### src/rtl/hazard_fwd_ctrl_if.sv
// ID-stage/branch inputs and pipeline control outputs of the hazard/forwarding controller.
// master drives the ID bundle and branch result; slave is the controller.
interface hazard_fwd_ctrl_if;
    logic       id_valid;
    logic [1:0] id_rs1;
    logic [1:0] id_rs2;
    logic       id_rs1_used;
    logic       id_rs2_used;
    logic [1:0] id_rd;
    logic       id_we;
    logic       id_is_load;
    logic       ex_br_taken;
    logic       pc_write_en;
    logic       if_id_write_en;
    logic       if_id_flush;
    logic       id_ex_bubble;
    logic [1:0] fwd_a_sel;
    logic [1:0] fwd_b_sel;
    logic       stall_active;

    modport master (
        output id_valid, id_rs1, id_rs2, id_rs1_used, id_rs2_used, id_rd, id_we, id_is_load,
        output ex_br_taken,
        input  pc_write_en, if_id_write_en, if_id_flush, id_ex_bubble,
        input  fwd_a_sel, fwd_b_sel, stall_active
    );

    modport slave (
        input  id_valid, id_rs1, id_rs2, id_rs1_used, id_rs2_used, id_rd, id_we, id_is_load,
        input  ex_br_taken,
        output pc_write_en, if_id_write_en, if_id_flush, id_ex_bubble,
        output fwd_a_sel, fwd_b_sel, stall_active
    );
endinterface

### src/rtl/hazard_fwd_ctrl.sv
// Hazard controller for the 8-bit 5-stage core: EX operand forwarding, load-use stall
// sequencing and taken-branch flush, all combinational from slot state and ID inputs.
module hazard_fwd_ctrl #(
    parameter int unsigned LOAD_USE_STALLS = 1,
    parameter bit          ZERO_REG_EN     = 1'b0
) (
    input  logic              clk,
    input  logic              rst,
    hazard_fwd_ctrl_if.slave  bus
);

    typedef struct packed {
        logic       valid;
        logic [1:0] rd;
        logic       we;
        logic       is_load;
        logic [1:0] rs1;
        logic [1:0] rs2;
        logic       rs1_used;
        logic       rs2_used;
    } ex_slot_t;

    typedef struct packed {
        logic       valid;
        logic [1:0] rd;
        logic       we;
    } wr_slot_t;

    typedef enum logic [0:0] {StIdle, StStall} state_t;

    // First STALL-state count; only meaningful when more than one bubble is needed.
    localparam logic [1:0] CntInit = (LOAD_USE_STALLS > 1) ? 2'(LOAD_USE_STALLS - 2) : 2'd0;

    ex_slot_t   ex_q, ex_d;
    wr_slot_t   mem_q, wb_q;
    state_t     state_q, state_d;
    logic [1:0] cnt_q, cnt_d;
    logic       hazard, stall;

    function automatic logic reg_match(input logic [1:0] a, input logic [1:0] b);
        return (a == b) && !(ZERO_REG_EN && (a == 2'd0));
    endfunction

    function automatic logic [1:0] fwd_sel(input logic used, input logic [1:0] rs,
                                           input ex_slot_t ex, input wr_slot_t mem,
                                           input wr_slot_t wb);
        if (!ex.valid || !used) return 2'b00;
        if (mem.valid && mem.we && reg_match(mem.rd, rs)) return 2'b01;
        if (wb.valid && wb.we && reg_match(wb.rd, rs)) return 2'b10;
        return 2'b00;
    endfunction

    assign bus.fwd_a_sel = fwd_sel(ex_q.rs1_used, ex_q.rs1, ex_q, mem_q, wb_q);
    assign bus.fwd_b_sel = fwd_sel(ex_q.rs2_used, ex_q.rs2, ex_q, mem_q, wb_q);

    assign hazard = bus.id_valid && ex_q.valid && ex_q.is_load && ex_q.we &&
                    ((bus.id_rs1_used && reg_match(bus.id_rs1, ex_q.rd)) ||
                     (bus.id_rs2_used && reg_match(bus.id_rs2, ex_q.rd)));

    always_comb begin
        state_d = state_q;
        cnt_d   = cnt_q;
        stall   = 1'b0;
        if (bus.ex_br_taken) begin
            // Branch wins over any hazard or pending stall.
            state_d = StIdle;
            cnt_d   = 2'd0;
        end else begin
            unique case (state_q)
                StIdle: begin
                    if (hazard) begin
                        stall = 1'b1;
                        if (LOAD_USE_STALLS > 1) begin
                            state_d = StStall;
                            cnt_d   = CntInit;
                        end
                    end
                end
                StStall: begin
                    stall = 1'b1;
                    if (cnt_q == 2'd0) state_d = StIdle;
                    else               cnt_d   = cnt_q - 2'd1;
                end
                default: state_d = StIdle;
            endcase
        end

        bus.pc_write_en    = !stall;
        bus.if_id_write_en = !stall;
        bus.if_id_flush    = bus.ex_br_taken;
        bus.id_ex_bubble   = bus.ex_br_taken || stall;
        bus.stall_active   = stall;

        ex_d = '{valid:    bus.id_valid && !bus.id_ex_bubble,
                 rd:       bus.id_rd,
                 we:       bus.id_we,
                 is_load:  bus.id_is_load,
                 rs1:      bus.id_rs1,
                 rs2:      bus.id_rs2,
                 rs1_used: bus.id_rs1_used,
                 rs2_used: bus.id_rs2_used};
    end

    always_ff @(posedge clk) begin
        if (rst) begin
            ex_q.valid  <= 1'b0;
            mem_q.valid <= 1'b0;
            wb_q.valid  <= 1'b0;
            state_q     <= StIdle;
            cnt_q       <= 2'd0;
        end else begin
            ex_q    <= ex_d;
            mem_q   <= '{valid: ex_q.valid, rd: ex_q.rd, we: ex_q.we};
            wb_q    <= mem_q;
            state_q <= state_d;
            cnt_q   <= cnt_d;
        end
    end

endmodule

### src/flat_wrapper.sv
// flat-port wrapper written by rule: the top's interface ports become plain ports
module hazard_fwd_ctrl_flat 
#(
    parameter int unsigned LOAD_USE_STALLS = 1,
    parameter bit          ZERO_REG_EN     = 1'b0
)
  (clk, rst, bus_id_valid, bus_id_rs1, bus_id_rs2, bus_id_rs1_used, bus_id_rs2_used, bus_id_rd, bus_id_we, bus_id_is_load, bus_ex_br_taken, bus_pc_write_en, bus_if_id_write_en, bus_if_id_flush, bus_id_ex_bubble, bus_fwd_a_sel, bus_fwd_b_sel, bus_stall_active);
  hazard_fwd_ctrl_if bus_i ();
  input  logic clk;
  input  logic rst;
  input wire logic [$bits(bus_i.id_valid)-1:0] bus_id_valid;
  input wire logic [$bits(bus_i.id_rs1)-1:0] bus_id_rs1;
  input wire logic [$bits(bus_i.id_rs2)-1:0] bus_id_rs2;
  input wire logic [$bits(bus_i.id_rs1_used)-1:0] bus_id_rs1_used;
  input wire logic [$bits(bus_i.id_rs2_used)-1:0] bus_id_rs2_used;
  input wire logic [$bits(bus_i.id_rd)-1:0] bus_id_rd;
  input wire logic [$bits(bus_i.id_we)-1:0] bus_id_we;
  input wire logic [$bits(bus_i.id_is_load)-1:0] bus_id_is_load;
  input wire logic [$bits(bus_i.ex_br_taken)-1:0] bus_ex_br_taken;
  output wire logic [$bits(bus_i.pc_write_en)-1:0] bus_pc_write_en;
  output wire logic [$bits(bus_i.if_id_write_en)-1:0] bus_if_id_write_en;
  output wire logic [$bits(bus_i.if_id_flush)-1:0] bus_if_id_flush;
  output wire logic [$bits(bus_i.id_ex_bubble)-1:0] bus_id_ex_bubble;
  output wire logic [$bits(bus_i.fwd_a_sel)-1:0] bus_fwd_a_sel;
  output wire logic [$bits(bus_i.fwd_b_sel)-1:0] bus_fwd_b_sel;
  output wire logic [$bits(bus_i.stall_active)-1:0] bus_stall_active;
  assign bus_i.id_valid = bus_id_valid;
  assign bus_i.id_rs1 = bus_id_rs1;
  assign bus_i.id_rs2 = bus_id_rs2;
  assign bus_i.id_rs1_used = bus_id_rs1_used;
  assign bus_i.id_rs2_used = bus_id_rs2_used;
  assign bus_i.id_rd = bus_id_rd;
  assign bus_i.id_we = bus_id_we;
  assign bus_i.id_is_load = bus_id_is_load;
  assign bus_i.ex_br_taken = bus_ex_br_taken;
  assign bus_pc_write_en = bus_i.pc_write_en;
  assign bus_if_id_write_en = bus_i.if_id_write_en;
  assign bus_if_id_flush = bus_i.if_id_flush;
  assign bus_id_ex_bubble = bus_i.id_ex_bubble;
  assign bus_fwd_a_sel = bus_i.fwd_a_sel;
  assign bus_fwd_b_sel = bus_i.fwd_b_sel;
  assign bus_stall_active = bus_i.stall_active;
  hazard_fwd_ctrl #(.LOAD_USE_STALLS(LOAD_USE_STALLS), .ZERO_REG_EN(ZERO_REG_EN)) u_core (.clk(clk), .rst(rst), .bus(bus_i));
endmodule
### config.mk
export PLATFORM = sky130hd
export DESIGN_NAME = hazard_fwd_ctrl_flat
export DESIGN_NICKNAME = d
export VERILOG_FILES = /design/src/rtl/hazard_fwd_ctrl_if.sv /design/src/rtl/hazard_fwd_ctrl.sv /design/src/flat_wrapper.sv
export SDC_FILE = /design/constraint.sdc
export NUM_CORES = 1
export LEC_CHECK = 0
export CAP_MARGIN = 20
export CELL_PAD_IN_SITES_DETAIL_PLACEMENT = 0
export CELL_PAD_IN_SITES_GLOBAL_PLACEMENT = 1
export CORE_UTILIZATION = 37
export CTS_CLUSTER_SIZE = 24
export DETAILED_ROUTE_END_ITERATION = 8
export GPL_ROUTABILITY_DRIVEN = 1
export PLACE_DENSITY = 0.73
export SYNTH_ARGS = -nofsm -noshare
export SYNTH_HDL_FRONTEND = slang
export SYNTH_SLANG_ARGS = --single-unit
export TNS_END_PERCENT = 5
### constraint.sdc
create_clock -name clk -period 1.8 [get_ports clk]
set_clock_uncertainty 0.1 [all_clocks]
set_input_delay 0.18 -clock clk [delete_from_list [all_inputs] [get_ports clk]]
set_output_delay 0.18 -clock clk [all_outputs]
set_load 0.005 [all_outputs]
==> key figures, run 1 <==
Detailed routing
  • Routed length per instance: around 12 um
  • Total Wirelength: 1.531 mm
  • Vias per cell: 4.722
  • Vias post-DR: roughly 600
  • Antenna viol nets, final: 0
  • DRC: 0
  • DRT Pass-1 Iters: 3
  • DRT iter0 DRCs: 4

GRT
  • Grt ovf: 0
  • Vias in the first global route: roughly 610
  • Initial antenna violation count: 0
  • First-pass GRT wire length: roughly 2.6 mm
  • Gr busiest metal: met2
  • Grt met1 use: 0.1623
  • GR Util met3: 0.02924
  • Largest net degree at the start of global routing: 17
  • GR Util met2: 0.2457
  • All-Layer GR Usage: 0.1409

Timing
  • Period utilisation layout: 1.043
  • Worst slew pin tran: roughly 0.25 ns
  • Tmin final: roughly 1.9 ns
  • Pins Over Slew Limit: 0
  • Worst slew margin: 0.8344
  • Setup violations, final: 3
  • Final hold vios: 0
  • Setup WS post-layout: -0.07810 ns
  • RSZ-0062 raised after global routing: yes
  • Fmax: 532.5 MHz

Setup path
  • WP data required: 1.52 ns
  • Worst path bufs/invs: 3
  • CP peak stage delay: between 0.4 and 0.5 ns
  • Critical path class: reg -> out
  • Critical Path Fanout Max: 3
  • Crit path max-delay family: flip-flops
  • Crit path cell chain: xnor2_2 > nand4_1 > buf_4 > buf_6 > a21oi_2 > buf_2
  • Crit-path slowest cell: edfxtp_1
  • Worst Setup Start Kind: flop
  • Critical path capture point type: output pin
  • Crit path DAT: approximately 1.6 ns

Yosys
  • Post-Synth Adder-Cell Area: 0.01362
  • Mean post-synth cell area: ~14 um2
  • Mapped Area: between 900 and 1000 um2
  • Yosys warns: 0
  • Mapped Nets: 80
  • Mux contribution to synthesized area: 0
  • EDFF count, synth: 16
  • Compound-Gate Fraction of Synth Area: 0.04768
  • Post-Synth Simple-Gate Area: 0.1322
  • Post-synthesis xor/xnor area fraction: 0.1240
  • Synth cell types: 22
  • #FFs+latches synth: 22
  • Post-synthesis async set-or-reset flop share: 0
  • Seq/Total Area, Yosys: 0.6540
  • Combinational family with the most area after synthesis: simple AND/OR/NAND/NOR gates
  • Post-synthesis cell count: 65
  • Most used DFF post-synth: edfxtp_1

CTS
  • CTS Root Cell: clkbuf_4
  • CTS HTree Levels: 1
  • CTS buffer count: 3
  • # clock sinks: 22
  • TritonCTS clock tree: built
  • Hold Buf Count CTS: 0
  • Clock Latency Late Sink: between 0.3 and 0.4 ns
  • Clk buf depth: 2
  • Clk slew on worst S/H paths: around 0.13 ns

Floorplan
  • Die area: 2685 um2
  • Core footprint: roughly 2300 um2
  • Starting Density: 0.4035
  • Row Count: 17
  • IO Pins: 23
  • Die W: slightly above 50 um
  • Die Y: about 52 um

Run
  • Max Cap Viol: 0

Outcome
  • Violations in the final reports: setup timing
  • Status: finished with violations

Layout
  • Syn-to-layout area delta: 39.65%
  • ANT cells: 0
  • Nets: between 100 and 150
  • Layout cell share with drive strength beyond 1: 0.2959
  • Post-layout utilization of the core: 0.5635

Power and ir drop
  • Total Power: approximately 1 mW
  • Maximum VDD drop: a little over 0.7 mV
  • PwrDens: 792.2 nW/um2
  • P_leak: around 0.49 nW

Hold path
  • HP Class: in -> reg

Placement
  • Post-DP HPWL: 1.164 mm
  • # port buffers: 22
  • Routability cong.: 0.6715
==> timing repair <==
item,4_1_cts,5_1_grt
cloned,0,0
pin swaps,16,7
setup buffers,5,1
gates resized for setup,23,12
setup endpoints to repair,8,7
==> registers in the layout (all words and copies together), names as in the netlist <==
signal,count
u_core.cnt_q,2
u_core.ex_q,11
u_core.state_q,1
u_core.mem_q,4
u_core.wb_q,4
==> metrics by stage <==
step | setup WS [ns] | instances | instance area (um2) | hold slack [ns] | TNS (ns)
floorplan | 0.4112 | 65 | 918.4 | 0.1489 | 0
global placement | -0.1879 | 116 | 1181 | 0.3319 | -0.6799
detailed placement | -0.2322 | 116 | 1181 | 0.3326 | -0.8750
CTS | -0.2408 | 125 | 1269 | 0.3122 | -0.5648
global route | -0.1882 | 126 | 1282 | 0.3173 | -0.6154
finish | -0.07810 | 126 | 1282 | 0.3174 | -0.1318
==> kinds of logic (layout without fill, tap and decap cells) <==
kind of cell | after synthesis | in the layout
and+or+nand+nor | 20 | 20
adders and majority gates | 1 | 1
xor gates and xnor gates | 13 | 13
DFF | 22 | 22
AOI/OAI and AO/OA | 4 | 4
buffers and inverters | 5 | 38
==> worst register-to-register path, cell delays in order (launching register included) <==
cell,delay [ns]
dfxtp_1,0.36
inv_1,0.05
ha_1,0.18
and2b_1,0.27
nor2_1,0.07
a2111oi_2,0.31
==> cell type report <==
cell class,count,area [um2]
clock buffers,4,47.55
inverters,3,11.26
multi-input cells,38,327.8
well taps,28,35.03
fillers,196,993.5
repair buffers,31,259.0
flip-flops and latches,22,601.8
==> report_power, final <==
part           total [mW]  internal (mW)  switching, mW
Sequential          0.598          0.577         0.0210
Clock               0.315          0.169          0.146
Combinational       0.103         0.0632         0.0399
==> cells in the final DEF, fill, tap and decap left out, drive strengths merged, types with 2 or more instances in the layout <==
cell type      instances
and3                   2
and4                   2
buf                   13
clkbuf                 7
clkdlybuf4s50         14
dfxtp                  6
edfxtp                16
inv                    3
nand4                  3
nor2                   2
nor2b                  2
nor3                   3
nor4                   2
xnor2                  5
xor2                   8
==> layer usage <==
| layer | share of wire | vias to the layer above |
|---|---|---|
| li1 | - | 303 |
| met1 | 0.42 | 275 |
| met2 | 0.54 | 15 |
| met3 | 0.039 | 2 |
| met4 | 0.0065 | 0 |
| met5 | 0 | - |
==> Yosys cell counts, types with 2 or more instances <==
master,number,area [um2]
and3_1,2,12.51
and4_1,2,17.52
buf_4,2,15.01
dfxtp_1,6,120.1
edfxtp_1,16,480.5
inv_1,3,11.26
nand4_1,3,18.77
nor2_1,2,7.510
nor2b_1,2,12.51
nor3_1,3,15.01
nor4_1,2,12.51
xnor2_1,5,43.79
xor2_1,8,70.07
==> worst paths after layout <==
kind                            slack, ns                    startpoint                      endpoint  cells past startpoint
worst max-delay path                -0.08      u_core.ex_q[9]$_DFFE_PN_              bus_stall_active                      6
worst min-delay path                 0.32                     bus_id_we      u_core.ex_q[7]$_DFFE_PN_                      1
worst max register to register       0.38  u_core.cnt_q[0]$_SDFFE_PP0P_  u_core.cnt_q[1]$_SDFFE_PP0P_                      5
worst min register to register       0.36     u_core.mem_q[0]$_DFFE_PN_      u_core.wb_q[0]$_DFFE_PN_                      0
(Power assumes the default switching activity.)
==> run 2: changes to the inputs <==
--- a/config.mk
+++ b/config.mk
@@ -13,6 +13,8 @@
 export DETAILED_ROUTE_END_ITERATION = 8
 export GPL_ROUTABILITY_DRIVEN = 1
 export PLACE_DENSITY = 0.73
+export RECOVER_POWER = 50
+export SETUP_SLACK_MARGIN = 0.02
 export SYNTH_ARGS = -nofsm -noshare
 export SYNTH_HDL_FRONTEND = slang
 export SYNTH_SLANG_ARGS = --single-unit
==> run 2 against run 1 <==
Net effect:
- the flow still finishes with violations (setup timing)
- register-to-register slack about the same
- sequential cell count unchanged
- sequential power about the same
- die area unchanged
- cell area down 0.68%
- final cell count up 0.79%
- worst setup slack worse by 0.0065 ns
- combinational power down 4%
- sequential share of layout area up 0.32 points
- largest power group unchanged
- critical endpoint is now bus_if_id_write_en
- first-iteration DRC count down 25%
==> key figures, run 2 (synthesis results as in run 1) <==
Timing
  • Pins Over Slew Limit: 0 (unchanged)
  • Period utilisation layout: 1.047 (+0.003624)
  • TNS Setup: -0.1928 ns (-0.06099 ns)
  • RSZ-0062 raised after global routing: yes
  • Fmax: 530.6 MHz (-0.35%)
  • Tmin final: 1.885 ns (+0.006523 ns)
  • Setup WS post-layout: -0.08462 ns (-0.006523 ns)
  • Final hold vios: 0 (unchanged)
  • Setup violations, final: 3 (unchanged)
  • Worst slew pin tran: 0.3780 ns (+0.1319 ns)
  • Worst slew margin: 0.7480 (-0.08641)

Setup path
  • Worst Setup Start Kind: input port
  • WP data required: 1.52 ns (about the same)
  • R2r endpoint: u_core.cnt_q[1]$_SDFFE_PP0P_
  • Critical path capture point type: output pin
  • Flop-to-flop setup slack: 0.38 ns (about the same)
  • R2R depth: 5 (unchanged)
  • Worst path bufs/invs: 3 (unchanged)
  • Reg2reg start: u_core.cnt_q[0]$_SDFFE_PP0P_
  • Crit-path slowest cell: dlygate4sd3_1
  • CP peak stage delay: 0.60 ns (+0.11 ns)
  • Crit path cell chain: dlygate4sd3_1 > xnor2_2 > nand4_1 > buf_4 > a21o_1 > buf_2
  • Critical Path Fanout Max: 3 (unchanged)
  • Crit path max-delay family: buffers and inverters
  • Crit path DAT: 1.60 ns (about the same)
  • Critical path class: in -> out

Layout
  • Post-layout utilization of the core: 0.5596 (-0.003848)
  • ANT cells: 0 (unchanged)
  • Syn-to-layout area delta: 38.69%
  • Layout filler cell count: 196 (unchanged)
  • Top Registers: u_core.ex_q (11), u_core.mem_q (4), u_core.wb_q (4)
  • Layout cell share with drive strength beyond 1: 0.2828 (-0.01309)
  • Post-layout instance count excluding filler cells: 127 (+0.79%)
  • Most common cell after layout, fill and taps aside: edfxtp_1
  • Area of the multi-input gates: 324.1 um2 (-1.1%)
  • Largest Register: u_core.ex_q
  • Max FFs per register: 11 (unchanged)
  • Most frequent cells in the layout: edfxtp_1 (16), dlygate4sd3_1 (10), buf_4 (8)
  • FF/Latch Area: 601.8 um2 (unchanged)
  • Nets: 115 (+0.88%)

GRT
  • Initial antenna violation count: 0 (unchanged)
  • Largest net degree at the start of global routing: 17 (unchanged)
  • First-pass GRT wire length: 2.594 mm (-1.1%)
  • All-Layer GR Usage: 0.1404 (-0.0005359)
  • Grt ovf: 0 (unchanged)
  • Vias in the first global route: 611 (+0.33%)

Placement
  • # port buffers: 22 (unchanged)
  • Routability cong.: 0.6715 (unchanged)
  • Post-DP HPWL: 1.164 mm (unchanged)
  • Pre-CTS setup slack: -0.2322 ns (unchanged)
  • Post-Place Cells: 116 (unchanged)

Floorplan
  • Core footprint: 2276 um2 (unchanged)
  • Die area: 2685 um2 (unchanged)
  • Die Y: 51.82 um (unchanged)
  • Die W: 51.82 um (unchanged)
  • Starting Density: 0.4035 (unchanged)
  • Row Count: 17 (unchanged)
  • IO Pins: 23 (unchanged)

CTS
  • CTS Root Cell: clkbuf_4
  • CTS HTree Levels: 1 (unchanged)
  • Clk buf depth: 2 (unchanged)
  • TritonCTS clock tree: built
  • # clock sinks: 22 (unchanged)
  • CTS buffer count: 3 (unchanged)
  • Clock Latency Late Sink: 0.29 ns (-0.02 ns)
  • Hold Buf Count CTS: 0 (unchanged)
  • Clk slew on worst S/H paths: 0.13 ns (about the same)

Hold path
  • Hold path depth: 2 (+1)
  • Worst hold start: bus_id_valid
  • HP Class: in -> reg
  • Worst Hold Endpoint: u_core.ex_q[10]$_SDFF_PP0_

Outcome
  • Status: finished with violations
  • Violations in the final reports: setup timing

Detailed routing
  • Vias post-DR: 597 (+0.34%)
  • Routed length per instance: 12.07 um (-0.66%)
  • DRT Pass-1 Iters: 3 (unchanged)
  • Antenna viol nets, final: 0 (unchanged)
  • DRC: 0 (unchanged)
  • Vias per cell: 4.701 (-0.45%)
  • DRT iter0 DRCs: 3 (-1)
  • Total Wirelength: 1.533 mm (+0.13%)

Run
  • Max Cap Viol: 0 (unchanged)

Power and ir drop
  • PwrDens: 793.2 nW/um2 (+0.13%)
  • P_leak: 0.4815 nW (-1.1%)
  • Maximum VDD drop: 0.7295 mV (+0.32%)
run 2: layer usage:
layer / track usage / vias to the layer above / share of wire / wire length (um)
met4: 0.06757 / 0 / 0.0065 / 10
met5: 0 / - / 0 / 0
met3: 0.02924 / 2 / 0.040 / 62
met2: 0.2457 / 15 / 0.53 / 813
met1: 0.1607 / 274 / 0.42 / 646
li1: - / 306 / - / -
run 2: stage by stage:
step | hold WS, ns | area [um2] | power (mW)
floorplan | 0.1489 | 918.4 | 0.6408
global placement | 0.3319 | 1181 | 0.6939
CTS | 0.3122 | 1277 | 1.025
global route | 0.3495 | 1274 | 1.051
finish | 0.3549 | 1274 | 1.010
detailed placement | 0.3326 | 1181 | 0.6960
run 2: worst max-delay path by stage:
stage / depth (start not counted) / slack [ns] / startpoint / to
2_1_floorplan: 4 / 0.41 / u_core.ex_q[9]$_DFFE_PN_ / bus_pc_write_en
3_3_place_gp: 5 / -0.19 / bus_id_valid / bus_stall_active
3_5_place_dp: 5 / -0.23 / bus_id_rs2[1] / bus_if_id_write_en
4_1_cts: 5 / -0.07 / u_core.ex_q[8]$_DFFE_PN_ / bus_if_id_write_en
5_1_grt: 5 / -0.20 / u_core.ex_q[8]$_DFFE_PN_ / bus_if_id_write_en
6_report: 6 / -0.08 / bus_id_rs1[0] / bus_if_id_write_en
run 2: area by class of cell:
class,instances,area share
inverters,3,0.008841
multi-input cells,38,0.2544
repair buffers,32,0.1994
clock buffers,4,0.03733
flip-flops and latches,22,0.4725
well taps,28,0.02750
run 2: repair_timing:
| action | in CTS | in global routing |
|---|---|---|
| resized for setup | 30 | 7 |
| endpoints found under the setup margin | 8 | 8 |
| pin swaps | 17 | 3 |
| buffers inserted | 7 | 0 |
run 2: power by group:
part / switching [mW] / total, mW / internal, mW
Clock: 0.145 / 0.315 / 0.169
Combinational: 0.0407 / 0.0989 / 0.0582
Sequential: 0.0199 / 0.597 / 0.577
==> edit: new RTL, config.mk and constraints of run 2 <==
Reset style: asynchronous (`rst`), changed in one clocked block.
--- a/src/rtl/hazard_fwd_ctrl.sv
+++ b/src/rtl/hazard_fwd_ctrl.sv
@@ -101,7 +101,7 @@
                  rs2_used: bus.id_rs2_used};
     end
 
-    always_ff @(posedge clk) begin
+    always_ff @(posedge clk or posedge rst) begin
         if (rst) begin
             ex_q.valid  <= 1'b0;
             mem_q.valid <= 1'b0;
Behaviour: differs if rst is asserted again (counterexample within 4 cycles, from zero or initial values and one cycle with rst high); with rst held inactive, the same outputs for 10 cycles.
==> edit against run 2 <==
- the flow still finishes with violations (setup timing)
- worst hold slack worse by 0.066 ns
- final area rose by 3.0%
- wire length is 16% higher
- largest power group unchanged
- synthesized area is 2.9% higher
- total power is 2.9% lower
- sequential power up 1%
- critical endpoint is now bus_id_ex_bubble
- clock power down 17%
- sequential cell count did not move
- setup slack got worse by 0.14 ns
- register-to-register slack improved by 0.10 ns
- first-iteration DRC count up 33%
==> edit: results (changes against run 2) <==
| Metric | Value |
|---|---|
| Xor and xnor area share after synthesis | 0.121 (-0.00345) |
| CP endpoint | bus_id_ex_bubble |
| Nets@finish | 119 (+3.5%) |
| Register area share after synthesis | 0.668 (+0.0136) |
| Leakage | 0.521 nW (+8.1%) |
| Status | finished with violations |
| First-pass GRT wire length | 2860 um (+10%) |
| Resized Gates After CTS | 32 (+6.7%) |
| GRT met2 Usage | 0.293 (+0.0475) |
| Post-Synth Adder-Cell Area | 0.0132 (-0.000379) |
| Commonest cells post-synth | edfxtp_1 (16), xor2_1 (8), dfrtp_1 (6) |
| Pre-CTS setup slack | -0.384 ns (-0.152 ns) |
| Hold Crit Depth | 0 (-2) |
| Peak supply drop | 448 uV (-39%) |
| Crit. Startpoint | u_core.ex_q[8]$_DFFE_PN_ |
| Top routing layer used | met3 |
| Final WL | 1780 um (+16%) |
| Setup Viol. Count Final | 4 (+1) |
| Hpwl dp | 1230 um (+5.9%) |
| Hold Path Sink | u_core.wb_q[3]$_DFF_PP0_ |
| Synth top area share | 0.509 (-0.0146) |
| Fin Hold WS | 0.289 ns (-0.0659 ns) |
| Clk pin slew, worst setup/hold paths | 0.11 ns (-0.02 ns) |
| FF-to-FF End | u_core.cnt_q[1]$_DFFE_PP0P_ |
| Post-route setup slack | -0.223 ns (-0.139 ns) |
| Post-Syn Nets | 81 (+1.3%) |
| Post-synthesis cell type count | 21 (-4.5%) |
| Tightest Hold Check Type | reg2reg |
| Avg Inst Size Synth | 14.3 sq um (+1.3%) |
| Met1 wire length | 701 um (+8.5%) |
| Vias in the first global route | 679 (+11%) |
| Top cells by area, synth | edfxtp_1 (51%), dfrtp_1 (16%), xor2_1 (7.4%) |
| CP max stage cell | edfxtp_1 |
| Met3 routed WL | 84 um (+35%) |
| Compound-Gate Fraction of Synth Area | 0.0238 (-0.0238) |
| Delay-heaviest family, CP | simple AND/OR/NAND/NOR gates |
| Share of cells above drive strength 1 | 0.262 (-0.0207) |
| R2R Setup Slk | 0.48 ns (+0.10 ns) |
| Met3 usage | 0.0261 (-0.00315) |
| Failing checks | setup timing |
| Worst-Margin Slew | 1.13 ns (+0.752 ns) |
| 1st-pass router iterations | 4 (+1) |
| Largest net degree at the start of global routing | 23 (+6) |
| Worst path max stage delay | 0.50 ns (-0.10 ns) |
| Cell Count, Final, Fillers Out | 131 (+3.1%) |
| Async SR Flop Fraction | 0.273 (+0.273) |
| CP arrival | 1.74 ns (+0.14 ns) |
| NetSw | 211 uW (+2.3%) |
| Overall routing resource usage | 0.146 (+0.00584) |
| Worst reg2reg path startpoint | u_core.cnt_q[0]$_DFFE_PP0P_ |
edit: cell types whose count changed in the layout (fill, tap and decap cells not counted), moves of 2 or more:
cell	delta
dfxtp_1	-5
buf_2	-3
clkbuf_1	+3
dfrtp_1	+6
and4_4	+2
edit: cell type report:
class	instances	area, sq um
clock buffers	4	36.3
flip-flops and latches	22	631
inverters	4	15.0
multi-input cells	38	318
fillers	195	1010
well taps	28	35.0
repair buffers	35	278
edit: metrics by stage:
step	TNS [ns]	power [mW]
after floorplan	0	0.651
after global placement	-1.31	0.707
after detailed placement	-1.38	0.711
after CTS	-0.406	0.995
after global routing	-2.83	1.03
final	-0.382	0.981
edit: power by group through the flow:
stage | logic (mW) | registers, mW | clock network (mW)
after floorplan | 0.0421 | 0.609 | 0
after global placement | 0.0956 | 0.612 | 0
after detailed placement | 0.0970 | 0.614 | 0
after CTS | 0.123 | 0.601 | 0.270
after global routing | 0.127 | 0.606 | 0.298
final | 0.116 | 0.603 | 0.262
